`config.mk`:
```
export PLATFORM = sky130hd
export DESIGN_NAME = multdiv_sequencer
export DESIGN_NICKNAME = d
export VERILOG_FILES = /design/src/rtl/multdiv_sequencer.sv
export SDC_FILE = /design/constraint.sdc
export NUM_CORES = 1
export LEC_CHECK = 0
export CAP_MARGIN = 20
export CORE_ASPECT_RATIO = 2
export CORE_MARGIN = 2
export CORE_UTILIZATION = 37
export CTS_BUF_LIST = sky130_fd_sc_hd__clkbuf_8
export DETAILED_ROUTE_END_ITERATION = 10
export GPL_TIMING_DRIVEN = 0
export PLACE_DENSITY = 0.78
export SLEW_MARGIN = 30
export SYNTH_ARGS = -nofsm -noshare
export SYNTH_HDL_FRONTEND = slang
export SYNTH_SLANG_ARGS = --single-unit
export TNS_END_PERCENT = 20
```
`constraint.sdc`:
```
create_clock -name clock -period 1.4 [get_ports clock]
set_clock_uncertainty 0.1 [all_clocks]
set_input_delay 0.21 -clock clock [delete_from_list [all_inputs] [get_ports clock]]
set_output_delay 0.21 -clock clock [all_outputs]
set_load 0.01 [all_outputs]
```
`src/rtl/multdiv_sequencer.sv`:
```
// rtl/multdiv_sequencer.sv - multi-cycle mul/div launch, wait and write-back sequencer
//
// Detects R-type mul/div instructions, holds the pipeline, launches the shared
// iterative multiply/divide unit with a one-cycle start pulse, waits for its
// ready flag (bounded by MAX_CYCLES), then performs one write-back cycle that
// targets either rd (unit result) or $r30 (status code) before releasing.
//
// Ports:
//   clock          in   system clock, rising edge
//   reset          in   asynchronous active-high reset, returns to IDLE
//   opcode         in   [4:0] current instruction opcode
//   alu_op         in   [4:0] current instruction func/ALU-op field
//   rd             in   [4:0] current instruction destination register
//   md_ready       in   unit result-ready, only looked at in WAIT
//   md_exception   in   unit exception flag, sampled together with md_ready
//   ctrl_mult      out  one-cycle multiply start pulse
//   ctrl_div       out  one-cycle divide start pulse
//   stall          out  freeze PC and instruction register
//   wb_en          out  register-file write enable
//   wb_reg         out  [4:0] register-file write address
//   wb_sel_status  out  0 = write unit result, 1 = write wb_status
//   wb_status      out  [31:0] zero-extended status code for $r30
//   busy           out  high whenever not IDLE

module multdiv_sequencer #(
  parameter int unsigned MAX_CYCLES     = 40,
  parameter int unsigned MUL_STATUS     = 4,
  parameter int unsigned DIV_STATUS     = 5,
  parameter int unsigned TIMEOUT_STATUS = 6
) (
  input  logic        clock,
  input  logic        reset,
  input  logic [4:0]  opcode,
  input  logic [4:0]  alu_op,
  input  logic [4:0]  rd,
  input  logic        md_ready,
  input  logic        md_exception,
  output logic        ctrl_mult,
  output logic        ctrl_div,
  output logic        stall,
  output logic        wb_en,
  output logic [4:0]  wb_reg,
  output logic        wb_sel_status,
  output logic [31:0] wb_status,
  output logic        busy
);

  localparam logic [4:0] OP_RTYPE = 5'b00000;
  localparam logic [4:0] ALU_MUL  = 5'b00110;
  localparam logic [4:0] ALU_DIV  = 5'b00111;
  localparam logic [4:0] STATUS_REG = 5'd30;

  localparam int CW = $clog2(MAX_CYCLES) + 1;
  localparam logic [CW-1:0] CNT_LAST = CW'(MAX_CYCLES - 1);
  localparam logic [CW-1:0] CNT_SAT  = '1;

  typedef enum logic [1:0] {
    S_IDLE  = 2'd0,
    S_START = 2'd1,
    S_WAIT  = 2'd2,
    S_WB    = 2'd3
  } state_t;

  state_t state, state_next;

  logic [CW-1:0] cnt;
  logic [4:0]    rd_q;
  logic          op_is_div;
  logic          exc_q;
  logic          to_q;
  logic          md_op;

  assign md_op = (opcode == OP_RTYPE) && ((alu_op == ALU_MUL) || (alu_op == ALU_DIV));

  always_ff @(posedge clock or posedge reset) begin
    if (reset) begin
      state <= S_IDLE;
    end else begin
      state <= state_next;
    end
  end

  // Operation context and wait counter. exc_q/to_q are always rewritten on
  // the way out of WAIT, so nothing stale from an earlier op reaches WB.
  always_ff @(posedge clock or posedge reset) begin
    if (reset) begin
      cnt       <= '0;
      rd_q      <= '0;
      op_is_div <= 1'b0;
      exc_q     <= 1'b0;
      to_q      <= 1'b0;
    end else begin
      case (state)
        S_IDLE: begin
          if (md_op) begin
            op_is_div <= (alu_op == ALU_DIV);
            rd_q      <= rd;
          end
        end
        S_START: begin
          cnt <= '0;
        end
        S_WAIT: begin
          if (cnt != CNT_SAT) begin
            cnt <= cnt + CW'(1);
          end
          // Ready takes priority over a timeout in the same cycle.
          if (md_ready) begin
            exc_q <= md_exception;
            to_q  <= 1'b0;
          end else if (cnt == CNT_LAST) begin
            exc_q <= 1'b1;
            to_q  <= 1'b1;
          end
        end
        default: ;
      endcase
    end
  end

  always_comb begin
    state_next    = state;
    ctrl_mult     = 1'b0;
    ctrl_div      = 1'b0;
    stall         = 1'b0;
    wb_en         = 1'b0;
    wb_reg        = 5'd0;
    wb_sel_status = 1'b0;
    wb_status     = 32'd0;
    busy          = (state != S_IDLE);

    case (state)
      S_IDLE: begin
        // Combinational stall keeps the detected instruction in place.
        stall = md_op;
        if (md_op) begin
          state_next = S_START;
        end
      end
      S_START: begin
        stall      = 1'b1;
        ctrl_mult  = ~op_is_div;
        ctrl_div   = op_is_div;
        state_next = S_WAIT;
      end
      S_WAIT: begin
        stall = 1'b1;
        if (md_ready || (cnt == CNT_LAST)) begin
          state_next = S_WB;
        end
      end
      S_WB: begin
        if (exc_q) begin
          wb_en         = 1'b1;
          wb_reg        = STATUS_REG;
          wb_sel_status = 1'b1;
          if (to_q) begin
            wb_status = 32'(TIMEOUT_STATUS);
          end else if (op_is_div) begin
            wb_status = 32'(DIV_STATUS);
          end else begin
            wb_status = 32'(MUL_STATUS);
          end
        end else begin
          wb_reg = rd_q;
          wb_en  = (rd_q != 5'd0);
        end
        state_next = S_IDLE;
      end
      default: begin
        state_next = S_IDLE;
      end
    endcase
  end

endmodule

```
==> results.txt <==
The run gives 0.836 as the final estimated routing congestion in global placement. The share of total power consumed by net switching is 0.389, and the total of max-cap violations is 0. For the overall track demand over capacity in global routing, the log shows 0.158. Row generation in the floorplan step produced 29 rows. The detailed router finished its first iteration with 15 violations. The run finished, with violations left.

The tree is rooted in a clkbuf_8. In the final design database the tool counted 227 nets. 0 antenna diodes ended up in the layout. The total power per unit cell area works out to 1460 mW/mm^2.

The fraction of final layout cells sized beyond drive strength 1 came out at 0.450. The worst register-to-register path begins at state[0]$_DFFE_PP0P_. Summing every instance area after synthesis gives 0.00122 sq mm. Dividing the detail-routed wire length by the instance count gives 12.8 microns. The number of cells traversed by the worst register-to-register path came out at 7. The path class of the lowest-slack min-delay path was in2async. The logs give 0 for the number of hold-slack violations in the final timing report and 2970 microns for the total wire length.

Yosys mapped a number of flops with a built-in enable equal to 0. Setup repair after global routing could not meet its margin everywhere. In this run the worst path has a maximum fanout of 2. The period utilization is 1.33. The floorplan step set the die height to 85.2 microns. The area fraction of the dominant cell type after synthesis is 0.349, and the number of vias per cell is 4.77. TritonCTS built the clock tree.

The clock latency on the worst-skew pair was 250 ps. The run gives 1 as the level count of the clock H-tree. Power comes to 2.83 mW. For the initial antenna violation count, the log shows 0. The run gives 233 as the count of placed standard cells in the final layout, fillers left out.

For the finished layout, the period the worst path requires is 1860 ps. The tools report the detailed-placement wirelength estimate as 2030 microns. The worst max-slew margin expressed relative to the limit was 0.551. Summing over every cut layer, the via total after detailed routing is 1112. In the final timing run, aggregate negative setup slack is -5490 ps. Counting distinct cell types in the post-synthesis netlist gives 37.

The count of endpoints failing setup in the final report was 31. STA classifies the critical path startpoint as a flip-flop. The logs give -260 ps for the register-to-register setup slack and 4 for the number of search-and-repair iterations in the first detailed-routing pass.

Counting tap cells, the placed design contains a total of 217 instances. From left edge to right edge, the die measures 44.6 microns. In the post-synthesis netlist, the biggest area contributors are dfrtp_1 (35%), buf_4 (18%), ha_1 (5.1%). The commonest register cell after synthesis is dfrtp_1. In the routed design, unresolved DRC markers number 0.

The core region is 0.00316 sq mm. The total overflow left after global routing is 0. Data on the critical path is required at its endpoint by 1090 ps.

Number of sinks handled by clock tree synthesis: 17. The combinational share of power came out at 0.627. The synthesized area per cell was 9.67 sq um. For the number of pins exceeding their max-slew limit in the final report, the log shows 0. Of all cell types, the one taking the most synthesized area is dfrtp_1. The area growth from synthesis to layout is 59.7%. The share of flip-flops with an asynchronous set or reset after synthesis is 1.00, and the global-route wire length before repair is 4600 microns.

The worst-case IR drop observed on VDD is 0.815 mV. The checks that failed: negative setup slack. The sequential share of power was 0.245; the number of global-route vias before repair was 1015.

For the effective utilization at floorplan, the log shows 0.386. Synthesis produced a netlist whose cell count is 126. The finished layout cell area was 0.00195 sq mm. Hold is met by 253 ps. For the pin with the worst max-slew slack, the measured transition is 672 ps. The overall die area is 0.00380 sq mm, and the net switching power figure is 1.10 mW.

The share of power burned in the clock network was 0.127. Counting the buffers created by CTS gives 3. The portion of the post-synthesis area used by sequential elements is 0.349. For this design the static power due to leakage is 1.03 nW.

The type of element capturing the critical path is a primary output. The placed cell area is 0.00169 sq mm. Entering global routing, the biggest net connects 18 pins.

Internal power comes to 1.73 mW. For the maximum buffer depth of the clock tree, the log shows 2. Derived from the worst setup path, the maximum achievable clock frequency is 537 MHz. The worst setup path is of the reg2out kind. The arrival time of the worst setup path is 1550 ps.

The post-synthesis sequential element count was 17; the count of synthesis-stage warnings from yosys was 0. The detail route stage leaves a number of antenna-violating nets equal to 0. The clock input transition at the sequential cells of the worst setup and hold paths was 60 ps; the number of placed I/O pins was 62. During placement, the flow inserted port buffers numbering 32. The slack of the critical path was -463 ps. The tools report the end of the worst register-to-register path as rd_q[2]$_DFFE_PP0P_.
## critical path, cell delays in order, from the launching register on
cell	delay (ps)
dfrtp_1	380
or4_4	530
o31a_1	250
buf_2	140
## what timing repair did
item                                    in CTS  in global routing
hold buffers                                 0                  0
gates resized for setup                     96                 12
cloned                                       0                  0
setup buffers                               10                  3
endpoints found under the setup margin      31                 31
hold endpoints to repair                     0                  0
pin swaps                                   11                  5
## flip-flops by register name (all words and copies together), names as in the netlist
name and cells:
rd_q 5, op_is_div 1, exc_q 1, to_q 1
state 2, cnt 7
## metal layers
layer | wire length (microns) | track usage
met2 | 1700 | 0.296
met1 | 1010 | 0.167
met3 | 214 | 0.0149
met5 | 0 | 0
met4 | 46 | 0.0634
## cell type report
type / instances / area, sq um
plain buffers: 32 / 255
clock buffers: 3 / 41.3
clock inverters: 1 / 3.75
fillers: 270 / 1210
inverters: 8 / 40.0
multi-input cells: 96 / 742
flip-flops and latches: 17 / 427
well taps: 31 / 38.8
repair buffers: 45 / 398
## stage by stage
| stage | setup slack (ps) | utilization |
|---|---|---|
| detailed placement | -939 | 0.535 |
| CTS | -471 | 0.596 |
| finish | -463 | 0.616 |
| global placement | -919 | 0.535 |
| global route | -503 | 0.616 |
| floorplan | -88.1 | - |
## synth_stat cells, types with 2 or more instances
master / instances
dfrtp_1: 17
o22a_1: 2
ha_1: 5
a21o_1: 2
and3_1: 2
mux2_2: 5
o21a_1: 4
and4_1: 2
nand3_1: 2
and2_1: 2
nand2_1: 7
buf_4: 30
a31oi_1: 5
inv_1: 8
a21oi_1: 5
nor2_1: 3
o21ai_0: 5
## cell usage in the layout, fill, tap and decap left out, types with 4 or more instances in the layout
cell type,count
buf_2,11
a31oi_1,5
clkdlybuf4s50_1,15
dfrtp_1,16
buf_6,9
o21a_1,4
nand2_1,6
buf_4,36
mux2_2,5
ha_4,4
conb_1,29
inv_1,6
## logic make-up (layout without fill, tap and decap cells)
logic type / Yosys count / after routing / synth area share
other: 1 / 29 / 0.00308
AOI/OAI and AO/OA: 28 / 28 / 0.154
muxes: 6 / 6 / 0.0544
buffers and inverters: 41 / 89 / 0.220
adders and majority gates: 5 / 5 / 0.0513
DFF: 17 / 17 / 0.349
and+or+nand+nor: 28 / 28 / 0.168
## power by group through the flow
| stage | clock network, mW | registers (mW) | logic [mW] |
|---|---|---|---|
| CTS | 0.367 | 0.675 | 1.67 |
| detailed placement | 0 | 0.687 | 1.26 |
| global route | 0.394 | 0.710 | 1.93 |
| floorplan | 0 | 0.664 | 0.810 |
| global placement | 0 | 0.682 | 1.25 |
| finish | 0.360 | 0.694 | 1.78 |
## worst max-delay path by stage
stage / startpoint / endpoint
4_1_cts: rd_q[2]$_DFFE_PP0P_ / wb_en
3_5_place_dp: opcode[1] / stall
6_report: rd_q[2]$_DFFE_PP0P_ / wb_en
3_3_place_gp: opcode[1] / stall
5_1_grt: rd_q[2]$_DFFE_PP0P_ / wb_en
2_1_floorplan: rd_q[2]$_DFFE_PP0P_ / wb_en
Power figures use the tool's default switching activity.
